<file path="config.mk">
export PLATFORM = sky130hd
export DESIGN_NAME = crc8_frame_arbiter_flat
export DESIGN_NICKNAME = d
export VERILOG_FILES = /design/src/rtl/crc8_frame_arbiter_if.sv /design/src/rtl/crc8_frame_arbiter.sv /design/src/flat_wrapper.sv
export SDC_FILE = /design/constraint.sdc
export NUM_CORES = 1
export LEC_CHECK = 0
export ABC_AREA = 1
export BUFFER_PORTS_ARGS = -buffer_cell sky130_fd_sc_hd__buf_2
export CAP_MARGIN = 25
export CORE_MARGIN = 5
export CORE_UTILIZATION = 45
export CTS_CLUSTER_SIZE = 14
export DETAILED_ROUTE_END_ITERATION = 7
export PLACE_DENSITY = 0.67
export SYNTH_ARGS = -nofsm -noshare
export SYNTH_HDL_FRONTEND = slang
export SYNTH_SLANG_ARGS = --single-unit
</file>
<file path="constraint.sdc">
create_clock -name clk -period 1.9 [get_ports clk]
set_clock_uncertainty 0.05 [all_clocks]
set_input_delay 0.38 -clock clk [delete_from_list [all_inputs] [get_ports clk]]
set_output_delay 0.38 -clock clk [all_outputs]
set_load 0.02 [all_outputs]
</file>
<file path="src/rtl/crc8_frame_arbiter_if.sv">
// Byte-stream request side and CRC result side of the shared CRC-8 engine.
// Two requesters share in_valid/in_data/in_last/in_ready; bit i (byte i) belongs to requester i.
interface crc8_frame_arbiter_if;
    logic [1:0]  in_valid;
    logic [15:0] in_data;
    logic [1:0]  in_last;
    logic [1:0]  in_ready;
    logic [7:0]  crc_out;
    logic        crc_id;
    logic        crc_valid;
    logic        frame_err;
    logic        busy;

    modport master (
        output in_valid, in_data, in_last,
        input  in_ready, crc_out, crc_id, crc_valid, frame_err, busy
    );

    modport slave (
        input  in_valid, in_data, in_last,
        output in_ready, crc_out, crc_id, crc_valid, frame_err, busy
    );
endinterface

</file>
<file path="src/rtl/crc8_frame_arbiter.sv">
// Round-robin arbiter in front of one bit-serial reflected CRC-8 engine.
// A grant covers a whole frame; one tagged result (or an abort strobe) per frame.
module crc8_frame_arbiter #(
    parameter logic [7:0]  INIT    = 8'hFF,
    parameter logic [7:0]  POLY    = 8'h8C,
    parameter int unsigned TIMEOUT = 16
) (
    input  logic                 clk,
    input  logic                 reset_n,
    crc8_frame_arbiter_if.slave  bus
);
    typedef enum logic [1:0] {IDLE, LOAD, SHIFT, DONE} state_t;

    localparam logic [7:0] TO_LIM = 8'(TIMEOUT - 1);

    state_t     r_state, w_state_nxt;
    logic [7:0] r_crc, w_crc_nxt;
    logic [2:0] r_cnt, w_cnt_nxt;
    logic [7:0] r_to, w_to_nxt;
    logic       r_grant, w_grant_nxt;
    logic       r_is_last, w_is_last_nxt;
    logic [7:0] r_crc_out, w_crc_out_nxt;
    logic       r_crc_id, w_crc_id_nxt;
    logic       r_crc_valid, w_crc_valid_nxt;
    logic       r_frame_err, w_frame_err_nxt;

    logic [7:0] w_byte;
    logic       w_gvalid;
    logic       w_glast;
    logic       w_to_expired;

    assign w_byte       = r_grant ? bus.in_data[15:8] : bus.in_data[7:0];
    assign w_gvalid     = bus.in_valid[r_grant];
    assign w_glast      = bus.in_last[r_grant];
    assign w_to_expired = (TIMEOUT != 0) && (r_to == TO_LIM);

    always_ff @(posedge clk or negedge reset_n) begin
        if (!reset_n) begin
            r_state     <= IDLE;
            r_crc       <= INIT;
            r_cnt       <= '0;
            r_to        <= '0;
            r_grant     <= 1'b1;
            r_is_last   <= 1'b0;
            r_crc_out   <= '0;
            r_crc_id    <= 1'b0;
            r_crc_valid <= 1'b0;
            r_frame_err <= 1'b0;
        end else begin
            r_state     <= w_state_nxt;
            r_crc       <= w_crc_nxt;
            r_cnt       <= w_cnt_nxt;
            r_to        <= w_to_nxt;
            r_grant     <= w_grant_nxt;
            r_is_last   <= w_is_last_nxt;
            r_crc_out   <= w_crc_out_nxt;
            r_crc_id    <= w_crc_id_nxt;
            r_crc_valid <= w_crc_valid_nxt;
            r_frame_err <= w_frame_err_nxt;
        end
    end

    always_comb begin
        w_state_nxt     = r_state;
        w_crc_nxt       = r_crc;
        w_cnt_nxt       = r_cnt;
        w_to_nxt        = r_to;
        w_grant_nxt     = r_grant;
        w_is_last_nxt   = r_is_last;
        w_crc_out_nxt   = r_crc_out;
        w_crc_id_nxt    = r_crc_id;
        w_crc_valid_nxt = 1'b0;
        w_frame_err_nxt = 1'b0;
        bus.in_ready    = '0;
        case (r_state)
            IDLE: begin
                if (|bus.in_valid) begin
                    // Contention flips the pointer; a lone requester simply wins.
                    w_grant_nxt = (&bus.in_valid) ? ~r_grant : bus.in_valid[1];
                    w_to_nxt    = '0;
                    w_state_nxt = LOAD;
                end
            end
            LOAD: begin
                bus.in_ready = r_grant ? 2'b10 : 2'b01;
                if (w_gvalid) begin
                    w_crc_nxt     = r_crc ^ w_byte;
                    w_is_last_nxt = w_glast;
                    w_cnt_nxt     = '0;
                    w_to_nxt      = '0;
                    w_state_nxt   = SHIFT;
                end else if (w_to_expired) begin
                    w_frame_err_nxt = 1'b1;
                    w_crc_nxt       = INIT;
                    w_to_nxt        = '0;
                    w_state_nxt     = IDLE;
                end else begin
                    w_to_nxt = r_to + 8'd1;
                end
            end
            SHIFT: begin
                w_crc_nxt = {1'b0, r_crc[7:1]} ^ (r_crc[0] ? POLY : '0);
                w_cnt_nxt = r_cnt + 3'd1;
                if (r_cnt == 3'd7) begin
                    w_state_nxt = r_is_last ? DONE : LOAD;
                end
            end
            DONE: begin
                w_crc_valid_nxt = 1'b1;
                w_crc_out_nxt   = r_crc;
                w_crc_id_nxt    = r_grant;
                w_crc_nxt       = INIT;
                w_state_nxt     = IDLE;
            end
            default: w_state_nxt = IDLE;
        endcase
    end

    assign bus.crc_out   = r_crc_out;
    assign bus.crc_id    = r_crc_id;
    assign bus.crc_valid = r_crc_valid;
    assign bus.frame_err = r_frame_err;
    assign bus.busy      = (r_state != IDLE);
endmodule

</file>
<file path="src/flat_wrapper.sv">
// flat-port wrapper written by rule: the top's interface ports become plain ports
module crc8_frame_arbiter_flat 
#(
    parameter logic [7:0]  INIT    = 8'hFF,
    parameter logic [7:0]  POLY    = 8'h8C,
    parameter int unsigned TIMEOUT = 16
)
  (clk, reset_n, bus_in_valid, bus_in_data, bus_in_last, bus_in_ready, bus_crc_out, bus_crc_id, bus_crc_valid, bus_frame_err, bus_busy);
  crc8_frame_arbiter_if bus_i ();
  input  logic clk;
  input  logic reset_n;
  input wire logic [$bits(bus_i.in_valid)-1:0] bus_in_valid;
  input wire logic [$bits(bus_i.in_data)-1:0] bus_in_data;
  input wire logic [$bits(bus_i.in_last)-1:0] bus_in_last;
  output wire logic [$bits(bus_i.in_ready)-1:0] bus_in_ready;
  output wire logic [$bits(bus_i.crc_out)-1:0] bus_crc_out;
  output wire logic [$bits(bus_i.crc_id)-1:0] bus_crc_id;
  output wire logic [$bits(bus_i.crc_valid)-1:0] bus_crc_valid;
  output wire logic [$bits(bus_i.frame_err)-1:0] bus_frame_err;
  output wire logic [$bits(bus_i.busy)-1:0] bus_busy;
  assign bus_i.in_valid = bus_in_valid;
  assign bus_i.in_data = bus_in_data;
  assign bus_i.in_last = bus_in_last;
  assign bus_in_ready = bus_i.in_ready;
  assign bus_crc_out = bus_i.crc_out;
  assign bus_crc_id = bus_i.crc_id;
  assign bus_crc_valid = bus_i.crc_valid;
  assign bus_frame_err = bus_i.frame_err;
  assign bus_busy = bus_i.busy;
  crc8_frame_arbiter #(.INIT(INIT), .POLY(POLY), .TIMEOUT(TIMEOUT)) u_core (.clk(clk), .reset_n(reset_n), .bus(bus_i));
endmodule
</file>
==> flow_summary.yaml, run 1 <==
synth:
  synth_cell_type_count: 27
  synth-seq-cells: 34
  yosys.area.top_type_share_pct: 33.4
  syn_area_um2: 1870
  mappedNetlistNets: 274
  synth_edf_count: 0
  ys_seq_area_share_pct: 46.1
  netlist_instances: 249
  synth-async-reset-ratio_pct: 100
  avgSynthCellArea_um2: 7.52
  ys_top_cells_by_area: "dfrtp_1, nand2_1, dfstp_2, nand3_1, o21ai_0"
  synthMostInstantiatedCell: "nand2_1"
  yosysTopAreaCell: "dfrtp_1"
  netlist_top_cells_count: "nand2_1, nand3_1, dfrtp_1, o21ai_0, inv_1"
  yosysWarnings: 0
  synth_flop_cell: "dfrtp_1"
timing:
  postLayoutSetupSlackWorst_ns: 0.133
  fmax_mhz: 566
  hold_violations: 0
  setup_violations: 0
  rsz0062_at_grt: "no"
  slew_viol_final: 0
  finalCritPeriodShare_pct: 93.0
  hold_slack_ns: 0.0600
  worstMarginPinSlew_ns: 0.426
  finalCriticalPeriod_ns: 1.77
  fin_tns_setup_ns: 0
  slew_headroom_pct: 71.6
power:
  powerDensity_nw_per_um2: 1630
  p_leak_nw: 1.19
  power.total_mw: 3.59
  ir_drop_uv: 875
setup_path:
  startpoint_type: "register"
  r2r_slack_ns: 0.38
  endpoint_kind: "primary output"
  worstReg2RegEnd: "u_core.r_crc[0]"
  rr_worst_depth: 7
  worstPathArrival_ns: 1.34
  worstSetupPathType: "register to primary output"
  r2r_start: "u_core.r_grant"
  cp_max_fo: 6
  required_ns: 1.47
detailed_routing:
  drtIter0Drc: 120
  vias_per_cell: 4.94
  route.detailed.drc: 0
  num_vias: 1684
  avgRoutedWirePerCell_um: 12.5
  dr.pass1.iters: 4
  routed_wl_um: 4280
  drtAntennaViolNets: 0
die:
  start_util_pct: 46.5
  die_w_um: 74.5
  die_y_um: 74.5
  dieArea_um2: 5550
  rows: 23
  core_area_um2: 4030
  ioPinCount: 36
global_routing:
  grt.busiest_layer: "met2"
  grtUsageMet2_pct: 26.2
  grt_first_pass_wirelength_um: 7150
  met1_usage_pct: 22.9
  use_met3_pct: 4.32
  gr-usage-all-layers_pct: 17.2
  antenna_found_initial: 0
  grt_pass1_vias: 1558
  gr-total-overflow: 0
  grt_max_degree: 35
clocking:
  clock_sinks: 34
  cts-hold-fix-buffers: 0
  clock-root-buffer: "clkbuf_8"
  worstSkewPairLatency_ns: 0.29
  clock_path_buffers: 2
  path_clk_slew_ns: 0.07
  h-tree-depth: 2
  cts_tree: "built"
  cts_buffers: 5
layout:
  utilization_pct: 54.7
  layout.nets: 315
  antenna_cells: 0
  syn_to_final_growth_pct: 17.7
  layout-drive-gt1-share_pct: 25.1
run_status:
  status: "finished clean"
placed_design:
  place_congestion: 0.811
  pre_cts_ws_ns: 0.362
  portBuffers: 35
  hpwl_um: 3120
min_path:
  worstHoldPathType: "input pin to asynchronous set/reset pin"
job:
  max-cap-violations: 0
routing by layer:
layer,vias up,share of wire [%]
met5,-,0
met4,0,1.8
met3,7,5.6
met2,36,44
met1,758,48
li1,883,-
timing repair:
action / CTS / global route
setup buffers: 0 / 0
gates resized for setup: 0 / 1
endpoints found under the setup margin: 0 / 1
registers in the layout (all words and copies together), names as in the netlist:
name / count
u_core.r_crc: 8
u_core.bus.crc_valid: 1
u_core.bus.crc_id: 1
u_core.r_to: 8
u_core.bus.frame_err: 1
u_core.r_grant: 1
u_core.r_is_last: 1
u_core.bus.crc_out: 8
u_core.r_cnt: 3
u_core.r_state: 2
worst max-delay path, stage by stage, from the launching register on:
cell and delay (ns):
dfrtp_1 0.50, nor2_2 0.23, inv_1 0.14, buf_2 0.18
layout by cell type, fill, tap and decap left out, drive strengths merged:
cell,netlist,routed
nand3,34,34
nand4,1,1
nand2,102,102
dfstp,9,9
inv,22,22
nor2,18,18
ha,3,3
buf,2,37
o31ai,1,1
or2,1,1
dfrtp,25,25
mux2i,1,1
a21oi,5,5
xor2,1,1
o21ai,21,21
clkinv,0,1
a31o,1,1
o22ai,1,1
clkbuf,1,7
stage by stage:
step | instance area [um^2] | instances
floorplan | 1870 | 249
global placement | 2110 | 333
detailed placement | 2110 | 333
CTS | 2200 | 341
global route | 2200 | 341
finish | 2200 | 341
cells by family (layout without fill, tap and decap cells):
kind of cell / count (synthesis) / in the layout / synth area share, %
adders and majority gates: 3 / 3 / 2.01
muxes: 1 / 1 / 0.535
buffers and inverters: 25 / 67 / 5.21
and+or+nand+nor: 156 / 156 / 37.2
AOI/OAI and AO/OA: 29 / 29 / 8.56
xor gates and xnor gates: 1 / 1 / 0.468
DFF: 34 / 34 / 46.1
report_power, final:
group | leakage, nW | switching [mW] | internal (mW)
Clock | 0.0482 | 0.263 | 0.292
Combinational | 0.717 | 1.18 | 0.574
Sequential | 0.423 | 0.202 | 1.07
area by class of cell:
cell class / instances / area, um^2
fill: 401 / 1830
multi-input combinational: 190 / 915
sequential: 34 / 862
timing repair buffer: 37 / 190
clock buffer: 7 / 86.3
inverter: 22 / 82.6
tap: 50 / 62.6
clock inverter: 1 / 5.00
how the worst max path moves through the flow:
stage | from | to | depth (start not counted)
finish | u_core.r_state[1] | bus_busy | 3
global route | u_core.r_state[1] | bus_busy | 3
CTS | u_core.r_state[1] | bus_busy | 3
detailed placement | u_core.r_state[1] | bus_busy | 3
global placement | u_core.r_state[1] | bus_busy | 3
floorplan | u_core.r_grant | bus_in_ready[1] | 3
No activity file was read; power rests on OpenSTA's default activity.
==> run 2: changes to the inputs <==
- CAP_MARGIN: 25 -> default
- PLACE_DENSITY: 0.67 -> 0.73
- SETUP_SLACK_MARGIN: default -> 0.05
==> flow_summary.yaml, run 2 (synthesized netlist as in run 1, its figures left out) <==
placed_design:
  placed_area_um2: 2110
  place_congestion: 0.813
  hpwl_um: 3070
  portBuffers: 35
  placedCellCount: 333
layout:
  fill_cells: 400
  layout.cells.most_common_list: "nand2_1, buf_2, nand3_1"
  antenna_cells: 0
  layout.nets: 315
  stdcell_area_um2: 2210
  layout-drive-gt1-share_pct: 25.8
  layout_commonest_cell: "nand2_1"
  final_cell_count_no_fill: 341
  multi_input_area_um2: 915
  regArea_um2: 863
  syn_to_final_growth_pct: 18.0
detailed_routing:
  routed_wl_um: 4070
  num_vias: 1673
  vias_per_cell: 4.91
  drtAntennaViolNets: 0
  drtIter0Drc: 88
  route.detailed.drc: 0
  avgRoutedWirePerCell_um: 11.9
  dr.pass1.iters: 4
setup_path:
  worstSetupPathType: "register to primary output"
  cp_top_family: "flip-flops"
  critical_path_depth: 4
  r2r_slack_ns: 0.40
  endpoint_kind: "primary output"
  cp_slowest_cell: "dfrtp_2"
  r2r_start: "u_core.r_grant"
  cp_cell_sequence: "nor2_4 -> inv_2 -> nor2_1 -> buf_2"
  startpoint: "u_core.r_state[1]"
  worstReg2RegEnd: "u_core.r_state[1]"
  rr_worst_depth: 7
  critPathBufInv: 2
  cp_max_fo: 6
  worstPathArrival_ns: 1.32
  max_stage_delay_ns: 0.48
  startpoint_type: "register"
  required_ns: 1.47
  cp-endpoint: "bus_in_ready[1]"
clocking:
  clock-root-buffer: "clkbuf_8"
  h-tree-depth: 2
  cts_buffers: 5
  cts_tree: "built"
  clock_path_buffers: 2
  clock_sinks: 34
  path_clk_slew_ns: 0.07
  cts_setup_buffers: 0
  worstSkewPairLatency_ns: 0.29
power:
  p_seq_share_pct: 35.9
  p_switching_mw: 1.63
  pwr-share-comb_pct: 48.6
  ir_drop_uv: 667
  powerDensity_nw_per_um2: 1620
  power.total_mw: 3.57
  p_int_mw: 1.94
  clock_power_share_pct: 15.5
  p_sw_share_pct: 45.6
  p_leak_nw: 1.19
global_routing:
  grt_first_pass_wirelength_um: 7010
  grt_max_degree: 35
  grt_pass1_vias: 1565
  antenna_found_initial: 0
  gr-usage-all-layers_pct: 17.0
  gr-total-overflow: 0
timing:
  worstMarginPinSlew_ns: 0.424
  slew_viol_final: 0
  slew_headroom_pct: 71.7
  setup_violations: 0
  finalCritPeriodShare_pct: 91.9
  rsz0062_at_grt: "no"
  fmax_mhz: 573
  fin_tns_setup_ns: 0
  finalCriticalPeriod_ns: 1.75
  hold_violations: 0
run_status:
  status: "finished clean"
die:
  start_util_pct: 46.5
  die_y_um: 74.5
  core_area_um2: 4030
  rows: 23
  die_w_um: 74.5
  dieArea_um2: 5550
  ioPinCount: 36
min_path:
  worstHoldPathType: "input pin to asynchronous set/reset pin"
job:
  max-cap-violations: 0
[run 2: cell types whose count changed in the layout (fill, tap and decap cells not counted), sizes merged]
cell and delta:
clkbuf -1, clkinvlp +1
[run 2: metrics by stage]
step	hold WS [ns]	worst slack (ns)	util, %
2_1_floorplan	0.0344	0.419	-
3_3_place_gp	0.386	0.386	52.4
3_5_place_dp	0.382	0.357	52.4
4_1_cts	0.0684	0.0996	54.8
5_1_grt	0.0788	0.0861	54.8
6_report	0.0504	0.154	54.8
[run 2: layout make-up]
class | instances | area share, %
sequential | 34 | 39.1
timing repair buffer | 37 | 8.61
clock buffer | 6 | 3.74
multi-input combinational | 190 | 41.4
inverter | 22 | 3.74
clock inverter | 2 | 0.567
tap | 50 | 2.83
[run 2: what timing repair did]
item	in CTS	in global routing
pin swaps	0	0
setup endpoints to repair	1	2
hold buffers	0	0
resized for setup	1	1
endpoints found under the hold margin	0	0
[run 2: power groups by stage]
stage | Clock [mW] | Sequential [mW] | Combinational, mW
6_report | 0.554 | 1.28 | 1.74
5_1_grt | 0.608 | 1.32 | 2.01
4_1_cts | 0.572 | 1.28 | 1.76
3_5_place_dp | 0 | 1.29 | 1.75
3_3_place_gp | 0 | 1.28 | 1.71
2_1_floorplan | 0 | 1.37 | 1.19
[run 2: worst reg2reg max path, cell delays in order, from the launching register on]
cell and delay [ns]:
dfstp_2 0.54, buf_4 0.19, nand2_1 0.10, nand2_1 0.13, nand2_1 0.17, nand2_1 0.10, nand4_1 0.08, nand2_1 0.07
[run 2: worst min-delay path by stage]
stage | startpoint | end | cells past startpoint
after floorplan | reset_n | u_core.bus.crc_id | 0
after global placement | reset_n | u_core.r_to[2] | 2
after detailed placement | reset_n | u_core.r_to[2] | 2
after CTS | reset_n | u_core.r_to[6] | 2
after global routing | reset_n | u_core.r_to[6] | 2
final | reset_n | u_core.r_to[6] | 2
[run 2: routing by layer]
layer | vias to the layer above | wire length [um] | GRT usage, %
met5 | - | 0 | 0
met4 | 0 | 68 | 7.71
met3 | 6 | 278 | 5.41
met2 | 44 | 1750 | 24.3
met1 | 740 | 1970 | 23.4
li1 | 883 | - | -
==> run 3: changes to the inputs <==
- CORE_ASPECT_RATIO: default -> 1.4
- MAX_ROUTING_LAYER: default -> met4
==> flow_summary.yaml, run 3 (synthesized netlist as in run 1, its figures left out) <==
run_status:
  status: "finished clean"
timing:
  finalCritPeriodShare_pct: 90.8
  setup_violations: 0
  worstMarginPinSlew_ns: 0.419
  slew_viol_final: 0
  finalCriticalPeriod_ns: 1.72
  fmax_mhz: 580
  rsz0062_at_grt: "no"
  hold_violations: 0
  fin_tns_setup_ns: 0
  slew_headroom_pct: 72.0
setup_path:
  endpoint_kind: "primary output"
  worstPathArrival_ns: 1.29
  cp_top_family: "flip-flops"
  max_stage_delay_ns: 0.48
  worstSetupPathType: "register to primary output"
  cp_cell_sequence: "nor2_4 -> inv_2 -> nor2_1 -> buf_2"
  cp_max_fo: 6
  cp_slowest_cell: "dfrtp_2"
  critPathBufInv: 2
  startpoint_type: "register"
  required_ns: 1.47
detailed_routing:
  avgRoutedWirePerCell_um: 12.5
  drtAntennaViolNets: 0
  drtIter0Drc: 110
  dr.pass1.iters: 4
  num_vias: 1698
  routed_wl_um: 4170
  route.detailed.drc: 0
  vias_per_cell: 5.08
power:
  p_leak_nw: 1.19
  p_switching_mw: 1.63
  p_sw_share_pct: 45.6
  ir_drop_uv: 980
  p_int_mw: 1.94
  pwr-share-comb_pct: 48.7
  p_seq_share_pct: 35.7
  clock_power_share_pct: 15.6
  powerDensity_nw_per_um2: 1630
placed_design:
  portBuffers: 35
  hpwl_um: 3020
  place_congestion: 0.859
  placed_area_um2: 2100
  placedCellCount: 326
layout:
  syn_to_final_growth_pct: 17.3
  antenna_cells: 0
  regArea_um2: 863
  layout.nets: 315
  layout-drive-gt1-share_pct: 25.4
  final_cell_count_no_fill: 334
  multi_input_area_um2: 915
  layout_commonest_cell: "nand2_1"
  fill_cells: 406
  layout.cells.most_common_list: "nand2_1, buf_2, nand3_1"
  stdcell_area_um2: 2200
die:
  dieArea_um2: 5570
  die_y_um: 86.3
  rows: 27
  die_w_um: 64.5
  start_util_pct: 47.0
  ioPinCount: 36
  core_area_um2: 3990
clocking:
  worstSkewPairLatency_ns: 0.29
  cts_buffers: 5
  cts_resized: 1
  clock-root-buffer: "clkbuf_8"
  clock_sinks: 34
  h-tree-depth: 2
  clock_path_buffers: 2
  path_clk_slew_ns: 0.07
  cts_tree: "built"
  cts_setup_buffers: 0
  cts-hold-fix-buffers: 0
global_routing:
  grt_pass1_vias: 1630
  antenna_found_initial: 0
  gr-total-overflow: 0
  grt_first_pass_wirelength_um: 7150
  gr-usage-all-layers_pct: 17.0
  grt_max_degree: 35
job:
  max-cap-violations: 0
min_path:
  worstHoldPathType: "input pin to asynchronous set/reset pin"
[run 3: per-stage QoR]
step	util, %	total power, mW	worst slack (ns)	hold WS, ns
after CTS	55.1	3.61	0.127	0.0707
after floorplan	-	2.56	0.419	0.0344
final	55.1	3.57	0.175	0.0621
after global routing	55.1	3.90	0.0942	0.103
after detailed placement	52.7	3.03	0.365	0.387
after global placement	52.7	2.98	0.394	0.382
[run 3: worst paths after layout]
path,from,cells past startpoint,slack (ns),to
worst max-delay path,u_core.r_state[1],4,0.18,bus_in_ready[0]
worst min-delay path,reset_n,2,0.06,u_core.bus.crc_out[2]
worst max register to register,u_core.r_grant,7,0.38,u_core.r_crc[0]
worst min register to register,u_core.r_crc[5],2,0.43,u_core.r_crc[5]
max in group asynchronous,reset_n,2,1.41,u_core.r_grant
min in group clk,bus_in_last[0],3,0.33,u_core.r_is_last
[run 3: power by group through the flow]
| stage | sequential, mW | combinational [mW] | clock, mW |
|---|---|---|---|
| global placement | 1.27 | 1.71 | 0 |
| global route | 1.32 | 1.98 | 0.600 |
| floorplan | 1.37 | 1.19 | 0 |
| finish | 1.28 | 1.74 | 0.558 |
| detailed placement | 1.28 | 1.75 | 0 |
| CTS | 1.27 | 1.76 | 0.577 |
[run 3: final cells by class]
| type | count | area share (%) |
|---|---|---|
| clock buffers | 7 | 3.93 |
| clock inverters | 1 | 0.228 |
| inverters | 22 | 3.76 |
| multi-input cells | 190 | 41.7 |
| flip-flops and latches | 34 | 39.3 |
| well taps | 43 | 2.45 |
| repair buffers | 37 | 8.66 |
[run 3: per-layer routing]
layer | up-vias | share of wire (%) | track usage, %
met4 | 0 | 2.4 | 9.23
met2 | 35 | 48 | 27.8
met5 | - | 0 | -
li1 | 883 | - | -
met1 | 771 | 45 | 19.2
met3 | 9 | 4.6 | 3.89
